File: config.mk
export PLATFORM = sky130hd
export DESIGN_NAME = alu_arbiter
export DESIGN_NICKNAME = d
export VERILOG_FILES = /design/src/rtl/alu_pkg.sv /design/src/rtl/alu_8bit.sv /design/src/rtl/alu_arbiter.sv
export SDC_FILE = /design/constraint.sdc
export NUM_CORES = 1
export LEC_CHECK = 0
export ABC_AREA = 1
export ABC_CLOCK_PERIOD_IN_PS = 3220
export CORE_AREA = 3 3 74 76
export CTS_BUF_LIST = sky130_fd_sc_hd__clkbuf_4
export CTS_CLUSTER_SIZE = 16
export DETAILED_ROUTE_END_ITERATION = 10
export DIE_AREA = 0 0 77 79
export PLACE_DENSITY = 0.91
export REMOVE_ABC_BUFFERS = 1
export SYNTH_ARGS = -nofsm -noshare
export SYNTH_HDL_FRONTEND = slang
export SYNTH_SLANG_ARGS = --single-unit
File: constraint.sdc
create_clock -name clk -period 3.22 [get_ports clk]
set_clock_uncertainty 0.15 [all_clocks]
set_input_delay 0.805 -clock clk [delete_from_list [all_inputs] [get_ports clk]]
set_output_delay 0.805 -clock clk [all_outputs]
set_load 0.01 [all_outputs]
File: src/rtl/alu_pkg.sv
// Shared types and constants for the ALU arbiter: FSM states, ALU select codes
// and the captured-operation record.
package alu_pkg;

  localparam int DATA_W = 8;

  typedef enum logic [1:0] {
    IDLE = 2'd0,
    EXEC = 2'd1,
    RESP = 2'd2
  } arb_state_e;

  localparam logic [3:0] OP_ADD = 4'b0000;
  localparam logic [3:0] OP_SUB = 4'b0001;
  localparam logic [3:0] OP_AND = 4'b0010;
  localparam logic [3:0] OP_OR  = 4'b0011;
  localparam logic [3:0] OP_XOR = 4'b0100;
  localparam logic [3:0] OP_NOT = 4'b0101;
  localparam logic [3:0] OP_SHL = 4'b0110;
  localparam logic [3:0] OP_SHR = 4'b0111;
  localparam logic [3:0] OP_INC = 4'b1000;
  localparam logic [3:0] OP_DEC = 4'b1001;

  typedef struct packed {
    logic [DATA_W-1:0] a;
    logic [DATA_W-1:0] b;
    logic [3:0]        sel;
    logic              id;
  } arb_op_t;

endpackage

File: src/rtl/alu_8bit.sv
// Combinational 8-bit ALU. Results are truncated to 8 bits; unused select
// codes produce zero.
module alu_8bit
  import alu_pkg::*;
(
  input  logic [DATA_W-1:0] a_i,
  input  logic [DATA_W-1:0] b_i,
  input  logic [3:0]        sel_i,
  output logic [DATA_W-1:0] result_o
);

  always_comb begin
    result_o = '0;
    case (sel_i)
      OP_ADD: result_o = a_i + b_i;
      OP_SUB: result_o = a_i - b_i;
      OP_AND: result_o = a_i & b_i;
      OP_OR:  result_o = a_i | b_i;
      OP_XOR: result_o = a_i ^ b_i;
      OP_NOT: result_o = ~a_i;
      OP_SHL: result_o = {a_i[DATA_W-2:0], 1'b0};
      OP_SHR: result_o = {1'b0, a_i[DATA_W-1:1]};
      OP_INC: result_o = a_i + 1'b1;
      OP_DEC: result_o = a_i - 1'b1;
      default: result_o = '0;
    endcase
  end

endmodule

File: src/rtl/alu_arbiter.sv
// Two-requester front end sharing one alu_8bit: IDLE grants, EXEC computes,
// RESP holds the result. ALU_ARB_FIXED_PRIO_EN makes requester 0 win every tie.
module alu_arbiter
  import alu_pkg::*;
#(
  parameter int DATA_W = 8  // must stay 8 to match alu_8bit
) (
  input  logic              clk,
  input  logic              rst,
  input  logic              req0_valid,
  output logic              req0_ready,
  input  logic [DATA_W-1:0] req0_a,
  input  logic [DATA_W-1:0] req0_b,
  input  logic [3:0]        req0_sel,
  input  logic              req1_valid,
  output logic              req1_ready,
  input  logic [DATA_W-1:0] req1_a,
  input  logic [DATA_W-1:0] req1_b,
  input  logic [3:0]        req1_sel,
  output logic              rsp_valid,
  input  logic              rsp_ready,
  output logic [DATA_W-1:0] rsp_result,
  output logic              rsp_id,
  output logic              busy
);

  arb_state_e        state_q, state_d;
  arb_op_t           op_q, op_d;
  logic [DATA_W-1:0] res_q, res_d;
  logic              id_q, id_d;
  logic [DATA_W-1:0] alu_res;
  logic              gnt0, gnt1, take;

`ifndef ALU_ARB_FIXED_PRIO_EN
  // 1 means requester 1 was granted last, so requester 0 wins the next tie.
  logic last_q, last_d;
`endif

  alu_8bit u_alu (
    .a_i      (op_q.a),
    .b_i      (op_q.b),
    .sel_i    (op_q.sel),
    .result_o (alu_res)
  );

  always_comb begin
`ifdef ALU_ARB_FIXED_PRIO_EN
    gnt0 = req0_valid;
`else
    gnt0 = req0_valid && (!req1_valid || last_q);
`endif
    gnt1 = req1_valid && !gnt0;
    take = (state_q == IDLE) && (req0_valid || req1_valid) && !rst;
  end

  assign req0_ready = take && gnt0;
  assign req1_ready = take && gnt1;

  always_comb begin
    state_d = state_q;
    op_d    = op_q;
    res_d   = res_q;
    id_d    = id_q;
`ifndef ALU_ARB_FIXED_PRIO_EN
    last_d  = last_q;
`endif
    case (state_q)
      IDLE: if (take) begin
        state_d = EXEC;
        if (gnt0) op_d = '{a: req0_a, b: req0_b, sel: req0_sel, id: 1'b0};
        else      op_d = '{a: req1_a, b: req1_b, sel: req1_sel, id: 1'b1};
`ifndef ALU_ARB_FIXED_PRIO_EN
        last_d = gnt1;
`endif
      end
      EXEC: begin
        state_d = RESP;
        res_d   = alu_res;
        id_d    = op_q.id;
      end
      RESP: if (rsp_ready) state_d = IDLE;
      default: state_d = IDLE;
    endcase
  end

  always_ff @(posedge clk) begin
    if (rst) begin
      state_q <= IDLE;
      op_q    <= '0;
      res_q   <= '0;
      id_q    <= 1'b0;
`ifndef ALU_ARB_FIXED_PRIO_EN
      last_q  <= 1'b1;
`endif
    end else begin
      state_q <= state_d;
      op_q    <= op_d;
      res_q   <= res_d;
      id_q    <= id_d;
`ifndef ALU_ARB_FIXED_PRIO_EN
      last_q  <= last_d;
`endif
    end
  end

  assign rsp_valid  = (state_q == RESP);
  assign rsp_result = res_q;
  assign rsp_id     = id_q;
  assign busy       = (state_q != IDLE);

endmodule

==> flow_summary.yaml <==
placement:
  portBuffers: 57
  hpwl_um: 5050
  dpl.cell_count: 492
  gp_congestion: 0.943
  place_ws_ps: -134
detailed_routing:
  wirelength_um: 6400
  ant_nets: 0
  route.vias.total: 2579
  vias_per_cell: 5.17
  drtIter0Drc: 144
  route.detailed.drc: 0
  routedWlPerCell_um: 12.8
  dr.pass1.iters: 5
critical_path:
  worstPathCellList: "clkdlybuf4s50_1, nor2_1, nor2_2, inv_2, nor2_4, inv_2, nor2_2, dlygate4sd2_1"
  ff2ff_setup_slack_ps: 360
  path_delay_family: "buffers and inverters"
  cp-end-kind: "output pin"
  cp_max_fo: 3
  crit_path_start: "req1_valid"
  worstPathRequired_ps: 2260
  start_kind: "primary input"
  path_buf_inv: 4
  r2r-start: "op_q[3]"
  cpPeakStageDelay_ps: 480
  crit_type: "primary input to output pin"
  cp_slowest_cell: "clkdlybuf4s50_1"
  timing.rr.end: "rsp_result[5]"
  cp_data_arrival_time_ps: 2090
  r2r_cells: 14
cts:
  htree_levels: 2
  cts_buffer_depth: 2
  clock-root-buffer: "clkbuf_4"
  clock-sinks: 33
  clk_pin_slew_ps: 100
  postCtsSetupRepairBufs: 0
  worstSkewPairLatency_ps: 330
  cts_tree: "built"
  cts_buffers: 5
global_route:
  grt_util_all_layers_pct: 20.7
  antenna_found_initial: 0
  grt_pass1_vias: 2279
  grt_pass1_wl_um: 10300
  grt_max_degree: 33
  gr-total-overflow: 0
power_and_ir_drop:
  sw_frac_of_total_pct: 38.3
  p_int_mw: 0.775
  p_sw_mw: 0.480
  pwr-share-comb_pct: 43.7
  irDropWorstVdd_mv: 0.217
  p_total_mw: 1.25
  clockPowerShare_pct: 17.9
  power_density_mw_per_mm2: 402
  power_frac_seq_pct: 38.4
  p_leak_nw: 1.31
sta:
  rsz0062_at_grt: "false"
  fin_ws_ps: 171
  finalMaxSlewViolations: 0
  fmax_ghz: 0.328
  slew_headroom_pct: 62.9
  min_period_ps: 3050
  setup_viol: 0
  timing.hold.ws_ps: 318
  period_share_pct: 94.7
  worstMarginPinSlew_ps: 557
  hold_violations: 0
die:
  core_mm2: 0.00479
  die_y_um: 79
  die-area_mm2: 0.00608
  rows: 25
  num_io_pins: 58
  start_util_pct: 50.6
  die_x_um: 77
synthesis:
  syn_area_mm2: 0.00242
  synth_area_leaders: "dfxtp_1, nand2_1, ha_1"
  yosysTopAreaCell: "dfxtp_1"
  synth_cells: 372
  yosysWarnings: 0
  synth_common_cells: "nand2_1, dfxtp_1, inv_1, ha_1, nor2_1"
  synth_cell_types: 33
  seq_area_frac_synth_pct: 27.3
  ys_ff_latch: 33
  synth_most_common_cell: "nand2_1"
  yosys.area.top_type_share_pct: 27.3
  synth_edf_count: 0
  synth_top_flop_cell: "dfxtp_1"
  synthArstFlopShare_pct: 0
  syn-mean-instance-area_um2: 6.50
finish:
  drive_gt1_share_pct: 9.03
  diodes: 0
  fill_cells: 466
  finalNetCount: 502
  fin_util_pct: 65.3
  area_growth_pct: 29.1
  final_cells: 499
min_path:
  min_from: "rsp_result[1]"
  hold-path-cell-count: 2
  holdPathEnd: "rsp_result[1]"
  hp-class: "flip-flop to flip-flop"
job:
  cap_violations: 0
status:
  status: "completed"
## final cells by class
class | instances | area [um^2] | area share, %
sequential | 33 | 661 | 21.1
clock buffer | 6 | 45.0 | 1.44
multi-input combinational | 285 | 1550 | 49.7
clock inverter | 1 | 3.75 | 0.120
timing repair buffer | 63 | 613 | 19.6
inverter | 44 | 165 | 5.29
tap | 67 | 83.8 | 2.68
## layout by cell type (no fill, tap or decap), types with 13 or more instances in the layout
| cell type | n |
|---|---|
| nand2_1 | 131 |
| clkdlybuf4s50_1 | 55 |
| dfxtp_1 | 33 |
| inv_1 | 29 |
| ha_1 | 24 |
| nor2_1 | 20 |
| a31oi_1 | 20 |
| a21oi_1 | 17 |
| inv_2 | 14 |
| o21ai_0 | 13 |
## logic make-up after synthesis
family	Yosys count	share of synthesized area (%)
AO/OA/AOI/OAI	81	20.1
flip-flops	33	27.3
XOR/XNOR	4	1.45
AND/OR/NAND/NOR	175	29.3
adder cells (fa/ha/maj)	25	13.2
buffers and inverters	54	8.63
## layer usage
layer  routed length, um  GRT usage (%)
met1                3080           28.1
met2                2890           34.6
met3                 394           3.97
met4                  45           3.74
met5                   0              0
## power by group through the flow
stage	Combinational [mW]	Clock [mW]	Sequential [mW]
2_1_floorplan	0.348	0	0.488
3_3_place_gp	0.527	0	0.490
3_5_place_dp	0.540	0	0.491
4_1_cts	0.543	0.229	0.482
5_1_grt	0.615	0.250	0.488
6_report	0.548	0.224	0.482
## tightest hold or removal path, stage by stage, from the launching register on
cell	delay [ps]
dfxtp_1	320
nand2_1	60
a21oi_1	50
## flip-flops by register name (all words and copies together), names as in the netlist
| register | count |
|---|---|
| op_q | 21 |
| rsp_id | 1 |
| last_q | 1 |
| rsp_result | 8 |
| state_q | 2 |
## how the worst max path moves through the flow
stage                 end  depth (start not counted)  slack, ps
2_1_floorplan  req0_ready                          6        540
3_3_place_gp   req0_ready                          8       -120
3_5_place_dp   req0_ready                          8       -130
4_1_cts        req0_ready                          8        160
5_1_grt        req0_ready                          8         80
6_report       req0_ready                          8        170
## timing repair
action                     4_1_cts  5_1_grt
setup endpoints to repair        2        0
hold buffers                     0        0
resized for setup                3        0
## per-stage QoR
step / setup TNS (ps) / cell area (um^2)
floorplan: 0 / 2380
global placement: -216 / 3080
detailed placement: -253 / 3080
CTS: 0 / 3120
global route: 0 / 3120
finish: 0 / 3120
Power figures use the tool's default switching activity.
==> variant 1 (same settings) <==
`res_q` no longer has a reset.
--- a/src/rtl/alu_arbiter.sv
+++ b/src/rtl/alu_arbiter.sv
@@ -87,7 +87,6 @@
     if (rst) begin
       state_q <= IDLE;
       op_q    <= '0;
-      res_q   <= '0;
       id_q    <= 1'b0;
 `ifndef ALU_ARB_FIXED_PRIO_EN
       last_q  <= 1'b1;
@@ -95,12 +94,15 @@
     end else begin
       state_q <= state_d;
       op_q    <= op_d;
-      res_q   <= res_d;
       id_q    <= id_d;
 `ifndef ALU_ARB_FIXED_PRIO_EN
       last_q  <= last_d;
 `endif
     end
+  end
+
+  always_ff @(posedge clk) begin
+    res_q <= res_d;
   end
 
   assign rsp_valid  = (state_q == RESP);
Check against the original RTL: differs if rst is asserted again (counterexample within 4 cycles, from zero or initial values and one cycle with rst high); with rst held inactive, the same outputs for 10 cycles.
==> variant 1 against the original RTL <==
Design area shrank 0.88%. Critical path type unchanged. Total power grew 2.5%. Worst setup slack got worse by 81 ps. Synthesized area down 1.2%. Sequential share of layout area grew 2.8 points. Wire length down 1.2%. Synthesized cell count is 8.1% lower. Sequential cell count is the same.
==> variant 1: results (changes against the original RTL) <==
Status
  • Status: complete, no violations

Placed design
  • DP Wirelength: 5.112 mm (+1.2%)
  • Port buffer count: 57 (unchanged)
  • Cell count after placement: 466 (-5.3%)
  • Pre-CTS worst setup slack: -227.7 ps (-93.77 ps)
  • GPL Wtd Cong: 0.9333 (-1.0%)

Routing
  • Pre-antenna DRT Iters: 4 (-1)
  • Top Metal Used: met4
  • Routed WL per cell: 13.38 um (+4.3%)
  • Iteration-0 DRC Markers: 148 (+2.8%)
  • Routed vias/inst: 5.184 (+0.30%)
  • Routed wl met2: 3.063 mm (+6.1%)
  • Met1 wire length: 2.720 mm (-12%)
  • DR WL met3: 462 um (+17%)
  • Final wirelength: 6.329 mm (-1.2%)

Power
  • Max VDD drop: 0.2833 mV (+31%)
  • P_leak: 1.334 nW (+1.4%)

Synth
  • Synth async-reset ratio: 0 (unchanged)
  • Top-count cell post-synth: nand2_1
  • Top FF cell, synth: dfxtp_1
  • Synth Warn #: 0 (unchanged)
  • EDFF count, synth: 8 (+8)
  • Seq/Total Area, Yosys: 0.3098 (+0.03678)
  • Yosys cell types: 33 (unchanged)
  • Top cells by area, synth: dfxtp_1, nand2_1, ha_1
  • Post-synth top cells: nand2_1, inv_1, nor2_1
  • Cells after synthesis: 342 (-8.1%)

Clock network
  • Clk buf depth: 2 (unchanged)
  • Worst-Skew Late Latency: 340 ps
  • Clock-pin slew on the worst setup and hold paths: 110 ps
  • CTS root buf: clkbuf_4
  • Post-CTS setup buffer count: 0 (unchanged)
  • CTS Buf Count: 5 (unchanged)
  • H-tree Lvls: 2 (unchanged)

Final layout
  • Top reg by flops: op_q
  • Max FFs per register: 21 (unchanged)
  • ANT cells: 0 (unchanged)
  • FILL cells: 390 (-16%)
  • Share of layout cells above drive strength 1: 0.05665 (-0.03363)
  • # nets final: 476 (-5.2%)
  • FF/Latch Area: 740.7 um^2 (+12%)

GRT
  • Initial antenna violation count: 0 (unchanged)
  • Vias in the first global route: 2519 (+11%)
  • First-pass GRT wire length: 11.01 mm (+6.8%)
  • Largest net degree at the start of global routing: 25 (-24%)
  • GRT met1 Usage: 0.2670 (-0.01438)
  • Met3 Track Usage GR: 0.04989 (+0.01020)
  • Grt met2 use: 0.3885 (+0.04268)
  • Overall Global Routing Usage: 0.2206 (+0.01354)

STA
  • Final setup fails: 0 (unchanged)
  • Slew @ Worst Pin: 857.8 ps (+301.0 ps)

Critical path
  • Arr. time, crit path: 2180 ps (+90 ps)
  • Max Fanout on Critical Path: 3 (unchanged)

Hold path
  • Hold Crit Class: reg -> reg
[variant 1: what timing repair did]
action / in CTS / in global routing
gates resized for setup: 2 / 3
hold endpoints to repair: 0 / 0
pin swaps: 0 / 0
endpoints found under the setup margin: 2 / 2
cloned: 0 / 0
[variant 1: area by class of cell]
type,instances,share of cell area
Timing Repair Buffer,66,0.2044
Clock inverter,2,0.003232
Tap cell,67,0.02707
Sequential cell,33,0.2392
Multi-Input combinational cell,259,0.4642
Clock buffer,5,0.01212
Inverter,41,0.04970
[variant 1: power by group]
group          internal [W]  leakage (nW)  switching (W)
clock network     0.0000792        0.0290       0.000150
logic              0.000247          1.02       0.000294
registers          0.000482         0.280      0.0000334
[variant 1: logic make-up after synthesis]
family | Yosys count | synth area share
XOR/XNOR | 3 | 0.01099
buffers and inverters | 50 | 0.08895
AND/OR/NAND/NOR | 159 | 0.2643
flip-flops | 33 | 0.3098
adder cells (fa/ha/maj) | 25 | 0.1340
AO/OA/AOI/OAI | 72 | 0.1920
[variant 1: worst max-delay path: stages]
cell and delay [ps]:
clkdlybuf4s50_1 490, nor2_1 60, nor2_2 140, inv_2 50, or2_4 250, nor2_2 120
clkdlybuf4s15_1 260
[variant 1: final timing paths]
path / start / slack [ps] / depth (start not counted) / end
worst max register to register: op_q[5]$_SDFFE_PP0P_ / 490 / 8 / rsp_result[1]$_DFFE_PN_
worst max-delay path: req0_valid / 90 / 7 / req0_ready
worst min-delay path: last_q$_SDFFE_PP1P_ / 330 / 1 / last_q$_SDFFE_PP1P_
worst min register to register: last_q$_SDFFE_PP1P_ / 330 / 1 / last_q$_SDFFE_PP1P_
[variant 1: stage by stage]
step                instance area (um^2)  utilization
floorplan                           2332            -
global placement                    3054       0.6382
detailed placement                  3054       0.6382
CTS                                 3099       0.6476
global route                        3097       0.6471
finish                              3097       0.6471
==> variant 2 (same settings) <==
Made on the original files. Add a define of `ALU_ARB_FIXED_PRIO_EN`.
--- a/src/rtl/alu_arbiter.sv
+++ b/src/rtl/alu_arbiter.sv
@@ -1,5 +1,7 @@
 // Two-requester front end sharing one alu_8bit: IDLE grants, EXEC computes,
 // RESP holds the result. ALU_ARB_FIXED_PRIO_EN makes requester 0 win every tie.
+`define ALU_ARB_FIXED_PRIO_EN
+
 module alu_arbiter
   import alu_pkg::*;
 #(
Check against the original RTL: not equivalent (Yosys sat finds a counterexample within 4 cycles, from zero or initial values and one cycle with rst high).
==> variant 2 against the original RTL <==
Design area decreased by 0.52%. Total power increased by 3.7%. Sequential cell count shrank 1. Critical endpoint unchanged. Count of clock-buffer cells in the layout stayed put. Worst setup slack better by 62 ps. Sequential share of layout area decreased by 0.53 points. Wire length grew 12%. Critical path type unchanged. Utilization fell by 0.34 points. Via count up 1.9%. Die area did not move. Clock power up 39%. Synthesized area down 1.9%.
==> variant 2: results (changes against the original RTL) <==
Routing
  • Met1 wire length: 3.081 mm (+0.20%)
  • Routed vias/inst: 5.341 (+3.3%)
  • Routed wl met2: 3.462 mm (+20%)
  • DR WL met3: 485 um (+23%)
  • Pre-antenna DRT Iters: 4 (-1)
  • Final wirelength: 7.172 mm (+12%)
  • Routed WL per cell: 14.58 um (+14%)
  • Iteration-0 DRC Markers: 140 (-2.8%)

Placed design
  • Post-Place Cell Area: 3030 um^2 (-1.5%)
  • GPL Wtd Cong: 0.9444 (+0.15%)
  • DP Wirelength: 5.639 mm (+12%)
  • Cell count after placement: 484 (-1.6%)

GRT
  • GRT met1 Usage: 0.2907 (+0.009281)
  • First-pass GRT wire length: 11.73 mm (+14%)
  • Overall Global Routing Usage: 0.2432 (+0.03610)
  • Met3 Track Usage GR: 0.04422 (+0.004535)
  • Initial antenna violation count: 0 (unchanged)
  • Largest net degree at the start of global routing: 32 (-3.0%)
  • Vias in the first global route: 2533 (+11%)
  • Grt met2 use: 0.4373 (+0.09146)

Final layout
  • Max FFs per register: 21 (unchanged)
  • # nets final: 494 (-1.6%)
  • FILL cells: 464 (-0.43%)
  • Share of layout cells above drive strength 1: 0.06353 (-0.02675)

Clock network
  • Clock-pin slew on the worst setup and hold paths: 100 ps (about the same)
  • CTS Buf Count: 5 (unchanged)
  • # resized after CTS: 2 (-1)

Synth
  • Yosys cell types: 36 (+9.1%)
  • Post-Synth XOR/XNOR Area: 0.01106 (-0.003413)
  • Seq/Total Area, Yosys: 0.2698 (-0.003252)
  • Synth Area in Adders: 0.1349 (+0.002511)
  • Synth Area in Compound Gates: 0.2144 (+0.01330)
  • Top cells by area, synth: dfxtp_1, nand2_1, ha_1
  • Post-synth top cells: nand2_1, inv_1, dfxtp_1
  • Top FF cell, synth: dfxtp_1
  • Syn avg cell area: 6.542 um^2 (+0.57%)
  • Synth async-reset ratio: 0 (unchanged)

Power
  • Clk pwr share: 0.240 (+0.061)
  • Total net switching power: 0.0004692 W (-2.3%)
  • P_leak: 1.322 nW (+0.52%)
  • Total power: 0.001302 W (+3.7%)
  • Max VDD drop: 0.2763 mV (+28%)
  • P_seq: 0.000466 W (-3%)

Critical path
  • Arr. time, crit path: 2030 ps (-60 ps)
  • Register-to-register setup slack: 260 ps (-100 ps)

Status
  • Status: complete, no violations

STA
  • Slew HR: 0.6185 (-0.01035)
  • Min Hold Slack: 319.9 ps (+1.716 ps)
==> variant 2: path summary, 6_finish.rpt <==
check / start / endpoint / depth (start not counted)
worst max-delay path: req0_valid / req0_ready / 6
worst min register to register: rsp_result[5]$_SDFFE_PP0N_ / rsp_result[5]$_SDFFE_PP0N_ / 2
worst min-delay path: rsp_result[5]$_SDFFE_PP0N_ / rsp_result[5]$_SDFFE_PP0N_ / 2
worst max register to register: op_q[3]$_SDFFE_PP0P_ / rsp_result[5]$_SDFFE_PP0N_ / 14
==> variant 2: final cells by class <==
cell class,instances,area (um^2),share of cell area
Tap cell,67,83.83,0.02697
Multi-Input combinational cell,277,1521,0.4895
Inverter,45,168.9,0.05435
Sequential cell,32,640.6,0.2061
Clock inverter,2,35.03,0.01127
Clock buffer,6,45.04,0.01449
Timing Repair Buffer,63,613.1,0.1973
==> variant 2: critical path, cell delays in order <==
cell,delay [ps]
clkdlybuf4s50_1,480
o21ai_1,120
nor2_2,170
inv_1,90
nor2_2,90
dlygate4sd2_1,270
